**src/rtl/mood_engine.sv**
```systemverilog
// mood_engine
//   Affective-state core. It keeps N_CH saturating drive channels: ch0 is
//   energy, ch1 is stress, and the remaining channels are free. A four-state
//   physical FSM (AWAKE/TIRED/ASLEEP/DEAD) runs alongside the channels. An
//   emotion-dependent heartbeat divider turns the external tick_en pulse into
//   the internal model tick. Everything runs in a single clock domain.
//
// Parameters
//   N_CH      number of drive channels (at least 2, because ch0 and ch1
//             have fixed roles)
//   WIDTH     bits per channel level
//   INIT_VALS packed reset/revive levels; ch0 occupies the LSBs
//   HB_W      heartbeat counter width; the largest divide ratio is 2**HB_W
//
// Ports
//   clk          system clock
//   rst_n        asynchronous active-low reset
//   tick_en      slow time-base pulse, one clk wide
//   stim_inc     per-channel increment request, sampled on the model tick
//   stim_dec     per-channel decrement request, sampled on the model tick
//   revive       leaves DEAD; ignored in every other state
//   level        packed channel levels (ch0 in the LSBs)
//   band         packed 2-bit bands, the top two bits of each level
//   state        0 AWAKE, 1 TIRED, 2 ASLEEP, 3 DEAD
//   tick_out     registered model tick, one clk wide
//   fell_asleep  one-clk pulse on TIRED->ASLEEP
//   dead         high while state is DEAD
module mood_engine #(
    parameter int                    N_CH      = 3,
    parameter int                    WIDTH     = 7,
    parameter logic [N_CH*WIDTH-1:0] INIT_VALS = {7'd64, 7'd0, 7'd96},
    parameter int                    HB_W      = 3
) (
    input  logic                    clk,
    input  logic                    rst_n,
    input  logic                    tick_en,
    input  logic [N_CH-1:0]         stim_inc,
    input  logic [N_CH-1:0]         stim_dec,
    input  logic                    revive,
    output logic [N_CH*WIDTH-1:0]   level,
    output logic [N_CH*2-1:0]       band,
    output logic [1:0]              state,
    output logic                    tick_out,
    output logic                    fell_asleep,
    output logic                    dead
);

    typedef enum logic [1:0] {
        AWAKE  = 2'd0,
        TIRED  = 2'd1,
        ASLEEP = 2'd2,
        DEAD   = 2'd3
    } state_t;

    localparam int unsigned    HB_MAX = 2 ** HB_W;
    localparam logic [WIDTH-1:0] LVL_MAX = {WIDTH{1'b1}};

    state_t            cur_state;
    state_t            nxt_state;
    logic [HB_W-1:0]   hb_cnt;
    logic [HB_W-1:0]   ratio_m1;
    int unsigned       ratio;
    logic [WIDTH-1:0]  energy;
    logic [WIDTH-1:0]  stress;
    logic [1:0]        energy_band;
    logic [1:0]        stress_band;
    logic [N_CH-1:0]   ctrl_inc;
    logic [N_CH-1:0]   ctrl_dec;
    logic [N_CH-1:0]   inc_eff;
    logic [N_CH-1:0]   dec_eff;
    logic [N_CH*WIDTH-1:0] level_nxt;
    logic [WIDTH-1:0]  ch_lvl;
    logic              fell_nxt;

    assign energy      = level[0 +: WIDTH];
    assign stress      = level[WIDTH +: WIDTH];
    assign energy_band = energy[WIDTH-1 -: 2];
    assign stress_band = stress[WIDTH-1 -: 2];
    assign state       = cur_state;

    for (genvar g = 0; g < N_CH; g++) begin : g_band
        assign band[2*g +: 2] = level[g*WIDTH + WIDTH - 2 +: 2];
    end

    // Heartbeat divide ratio. A stressed core beats faster, and a sleeping
    // core beats slowest. The result is clamped so that R-1 always fits in
    // the counter.
    always_comb begin
        if (cur_state == ASLEEP) begin
            ratio = 8;
        end else begin
            unique case (stress_band)
                2'd3:    ratio = 1;
                2'd2:    ratio = 2;
                default: ratio = 4;
            endcase
        end
        if (ratio > HB_MAX) begin
            ratio = HB_MAX;
        end
        ratio_m1 = HB_W'(ratio - 1);
    end

    // Heartbeat counter. The compare uses >= so that a ratio which shrinks
    // below the current count fires on the very next tick_en. DEAD keeps the
    // counter at zero, which also guarantees that a revive cycle never ticks.
    always_ff @(posedge clk or negedge rst_n) begin
        if (!rst_n) begin
            hb_cnt   <= '0;
            tick_out <= 1'b0;
        end else begin
            tick_out <= 1'b0;
            if (cur_state == DEAD) begin
                hb_cnt <= '0;
            end else if (tick_en) begin
                if (hb_cnt >= ratio_m1) begin
                    hb_cnt   <= '0;
                    tick_out <= 1'b1;
                end else begin
                    hb_cnt <= hb_cnt + 1'b1;
                end
            end
        end
    end

    // Saturating per-channel step. When inc and dec are requested together
    // they cancel, so the level holds.
    always_comb begin
        level_nxt = level;
        ch_lvl    = '0;
        inc_eff   = stim_inc | ctrl_inc;
        dec_eff   = stim_dec | ctrl_dec;
        for (int i = 0; i < N_CH; i++) begin
            ch_lvl = level[i*WIDTH +: WIDTH];
            if (inc_eff[i] && !dec_eff[i] && ch_lvl != LVL_MAX) begin
                level_nxt[i*WIDTH +: WIDTH] = ch_lvl + 1'b1;
            end else if (dec_eff[i] && !inc_eff[i] && ch_lvl != '0) begin
                level_nxt[i*WIDTH +: WIDTH] = ch_lvl - 1'b1;
            end
        end
    end

    // Level register. Levels are frozen while DEAD and reload the initial
    // values on revive.
    always_ff @(posedge clk or negedge rst_n) begin
        if (!rst_n) begin
            level <= INIT_VALS;
        end else if (cur_state == DEAD) begin
            if (revive) begin
                level <= INIT_VALS;
            end
        end else if (tick_out) begin
            level <= level_nxt;
        end
    end

    // FSM state register.
    always_ff @(posedge clk or negedge rst_n) begin
        if (!rst_n) begin
            cur_state <= AWAKE;
        end else begin
            cur_state <= nxt_state;
        end
    end

    // Next-state logic. It is evaluated on the model tick against the levels
    // from before the update. Running out of energy overrides every other
    // transition.
    always_comb begin
        nxt_state = cur_state;
        if (cur_state == DEAD) begin
            if (revive) begin
                nxt_state = AWAKE;
            end
        end else if (tick_out) begin
            if (energy == '0) begin
                nxt_state = DEAD;
            end else begin
                unique case (cur_state)
                    AWAKE: begin
                        if (energy_band <= 2'd1) nxt_state = TIRED;
                    end
                    TIRED: begin
                        if (energy_band == 2'd0 && stress_band <= 2'd1) nxt_state = ASLEEP;
                        else if (energy_band >= 2'd2) nxt_state = AWAKE;
                    end
                    ASLEEP: begin
                        if (energy_band == 2'd3) nxt_state = AWAKE;
                    end
                    default: nxt_state = cur_state;
                endcase
            end
        end
    end

    // State-driven outputs. Energy drains while the core is awake or tired.
    // While it sleeps, energy recovers and stress decays.
    always_comb begin
        ctrl_inc = '0;
        ctrl_dec = '0;
        unique case (cur_state)
            AWAKE, TIRED: ctrl_dec[0] = 1'b1;
            ASLEEP: begin
                ctrl_inc[0] = 1'b1;
                ctrl_dec[1] = 1'b1;
            end
            default: ;
        endcase
        fell_nxt = (cur_state == TIRED) && (nxt_state == ASLEEP);
        dead     = (cur_state == DEAD);
    end

    // Registers the fall-asleep pulse so that it lines up with the state change.
    always_ff @(posedge clk or negedge rst_n) begin
        if (!rst_n) begin
            fell_asleep <= 1'b0;
        end else begin
            fell_asleep <= fell_nxt;
        end
    end

endmodule

```
**config.mk**
```make
export PLATFORM = sky130hd
export DESIGN_NAME = mood_engine
export DESIGN_NICKNAME = d
export VERILOG_FILES = /design/src/rtl/mood_engine.sv
export SDC_FILE = /design/constraint.sdc
export NUM_CORES = 1
export LEC_CHECK = 0
export BUFFER_PORTS_ARGS = -buffer_cell sky130_fd_sc_hd__buf_2
export CAP_MARGIN = 20
export CORE_ASPECT_RATIO = 0.7
export CORE_UTILIZATION = 51
export DETAILED_ROUTE_END_ITERATION = 6
export GPL_TIMING_DRIVEN = 0
export MAX_ROUTING_LAYER = met4
export PLACE_DENSITY = 0.77
export SETUP_SLACK_MARGIN = 0.3
export SLEW_MARGIN = 20
export SYNTH_ARGS = -nofsm -noshare
export SYNTH_HDL_FRONTEND = slang
export SYNTH_SLANG_ARGS = --single-unit
```
**constraint.sdc**
```tcl
create_clock -name clk -period 2.3 [get_ports clk]
set_input_delay 0.115 -clock clk [delete_from_list [all_inputs] [get_ports clk]]
set_output_delay 0.115 -clock clk [all_outputs]
set_load 0.05 [all_outputs]
```
==> impl_metrics.env <==
export IMPL_syn_area_um2=2297
export IMPL_core_um2=4329
export IMPL_ys_ff_latch=28
export IMPL_drtIter0Drc=116
export IMPL_cts_made_buffers=3
export IMPL_r2r_cells=9
export IMPL_diodes=0
export IMPL_die_w_um=82.22
export IMPL_viasPerCell=5.885
export IMPL_rsz0062_at_grt="true"
export IMPL_drv_cap=0
export IMPL_root_buffer="clkbuf_8"
export IMPL_whs_ns=0.09683
export IMPL_yosysWarningCount=0
export IMPL_drt_total_wl_um=7721
export IMPL_clock_sinks=28
export IMPL_vias=2407
export IMPL_grt_pass1_vias=2227
export IMPL_reg2reg_slack_ns=-0.19
export IMPL_ys_seq_area_share_pct=30.66
export IMPL_drive_gt1_share_pct=61.86
export IMPL_synth_async_reset_ratio_pct=100.0
export IMPL_dp_cells=349
export IMPL_cp_max_fo=3
export IMPL_hold_path_depth=3
export IMPL_gp_congestion=0.8331
export IMPL_area_delta_synth_final_pct=59.97
export IMPL_synth_area_leaders="dfrtp_1 27%, ha_1 10%, a21oi_1 4.4%, inv_1 4.2%, nor2_1 3.9%"
export IMPL_yosys_top_cells_count="26 x inv_1, 25 x dfrtp_1, 24 x nor2_1"
export IMPL_dp_hpwl_um=4116
export IMPL_synth_top_area_cell="dfrtp_1"
export IMPL_antenna_found_initial=0
export IMPL_min_to="hb_cnt[1]$_DFFE_PN0P_"
export IMPL_min_delay_start="tick_en"
export IMPL_floorplan_initialDensity_pct=53.06
export IMPL_stdcell_area_um2=3675
export IMPL_finalClockSkew_ns=0.01116
export IMPL_holdCritPathClass="in -> reg"
export IMPL_cts_tree="built"
export IMPL_r2r_start="level[6]$_DFFE_PN1P_"
export IMPL_crit_required_ns=2.54
export IMPL_slew_headroom_pct=53.62
export IMPL_yosys_most_used_dff="dfrtp_1"
export IMPL_worstReg2RegEnd="level[6]$_DFFE_PN1P_"
export IMPL_layout_cells_non_filler=409
export IMPL_crit_arrival_ns=2.73
export IMPL_cts_max_level=1
export IMPL_nets=387
export IMPL_placed_area_um2=2720
export IMPL_synth_cell_types=59
export IMPL_ant_nets=0
export IMPL_port_buffers=41
export IMPL_fin_util_pct=84.88
export IMPL_grt_ovfl_total=0
export IMPL_end_kind="flip-flop"
export IMPL_die_h_um=58.15
export IMPL_register_area_um2=737.0
export IMPL_num_rows=20
export IMPL_multi_input_area_um2=1837
export IMPL_avgRoutedWirePerCell_um=18.88
export IMPL_syn_avg_cell_area_um2=9.080
export IMPL_max_freq_ghz=0.4019
export IMPL_clkLatencyLatePin_ns=0.30
export IMPL_final_setup_worst_slack_ns=-0.1881
export IMPL_period_share_pct=108.2
export IMPL_drc_errors=0
export IMPL_post_synth_top_count_cell="inv_1"
export IMPL_grt_usage_pct=30.00
export IMPL_hold_viol=0
export IMPL_startpoint_type="flip-flop"
export IMPL_clk_pin_slew_worst_paths_ns=0.12
export IMPL_synth_edf_count=0
export IMPL_outcome="finished with violations"
export IMPL_grt_pass1_wl_um=10450
export IMPL_fillCellCount=227
export IMPL_slew_viol_final=0
export IMPL_worst_setup_path_type="reg -> reg"
export IMPL_synth_nets=285
export IMPL_grt_start_max_net_pins=29
export IMPL_setup_violations=9
export IMPL_firstDrtPassIters=5
export IMPL_synth_top_cell_area_share_pct=27.23
export IMPL_violations="setup timing"
export IMPL_worst_slew_pin_transition_ns=0.6870
export IMPL_period_needed_ns=2.488
export IMPL_die_area_um2=4781
export IMPL_clk_path_buf_depth=2
export IMPL_io_pins=42
export IMPL_synthCells=253
-- layout make-up --
class	count	share of cell area, %
Timing Repair Buffer	96	19.61
Clock inverter	1	0.8172
Inverter	27	2.996
Buffer	12	3.541
Sequential cell	28	20.05
Multi-Input combinational cell	187	49.98
Clock buffer	3	1.124
Tap cell	55	1.873
-- how the worst max path moves through the flow --
stage	slack [ns]	end	from
6_report	-0.19	level[6]$_DFFE_PN1P_	level[6]$_DFFE_PN1P_
5_1_grt	-0.25	level[6]$_DFFE_PN1P_	level[6]$_DFFE_PN1P_
2_1_floorplan	-0.20	level[20]$_DFFE_PN1P_	level[20]$_DFFE_PN1P_
4_1_cts	-0.11	level[6]$_DFFE_PN1P_	level[6]$_DFFE_PN1P_
3_5_place_dp	-0.33	level[20]$_DFFE_PN1P_	level[20]$_DFFE_PN1P_
3_3_place_gp	-0.26	level[20]$_DFFE_PN1P_	level[20]$_DFFE_PN1P_
-- per-layer routing --
layer  share of wire (%)  wire, um  track usage, %  vias to the layer above
met5                   0         0               -                        -
met4                 2.9       224           7.268                        0
met3                 4.2       325           5.197                       20
met2                  50      3891           49.35                       76
met1                  42      3280           38.34                     1201
li1                    -         -               -                     1110
-- kinds of logic (layout without fill, tap and decap cells) --
kind of cell | Yosys count | after routing | share of synthesized area (%)
buf+inv | 39 | 139 | 8.660
xor+xnor | 8 | 8 | 3.050
flops | 28 | 28 | 30.66
simple gates | 79 | 79 | 19.23
compound gates | 73 | 74 | 23.20
mux | 4 | 4 | 2.233
fa+ha+maj | 22 | 22 | 12.96
-- flip-flops by register name, summed over array words and instances, names as in the netlist --
name	flops
level	21
hb_cnt	3
state	2
fell_asleep	1
tick_out	1
-- per-stage QoR --
step / TNS (ns) / setup WS (ns)
floorplan: -0.7758 / -0.2024
global placement: -0.8697 / -0.2641
detailed placement: -1.243 / -0.3265
CTS: -0.2668 / -0.1109
global route: -1.561 / -0.2500
finish: -0.6570 / -0.1881
-- what timing repair did --
item                                    in CTS  in global routing
hold buffers                                 1                  0
resized for setup                           38                 62
setup buffers                               28                 24
endpoints found under the setup margin      19                 26
pin swaps                                   41                 29
endpoints found under the hold margin       25                  0
cloned                                       1                  2
-- worst max-delay path, cell delays in order (launching register included) --
cell	delay [ns]
dfstp_4	0.63
and4_4	0.23
a41oi_4	0.16
fa_2	0.40
nand2b_4	0.16
a21oi_2	0.16
o21a_1	0.19
nor3_2	0.06
o31ai_1	0.22
a21bo_1	0.22
-- layout by cell type, fill, tap and decap left out, types with 8 or more instances in the layout --
cell     instances
nor2_1          18
buf_2           40
dfrtp_2         17
ha_1            10
dfrtp_1          8
nand2_1         12
buf_6           16
inv_1           22
buf_4           43
a21oi_2         12
Power is not shown: default switching activity piles up to over one toggle a cycle in this logic, so the estimate is an artifact.
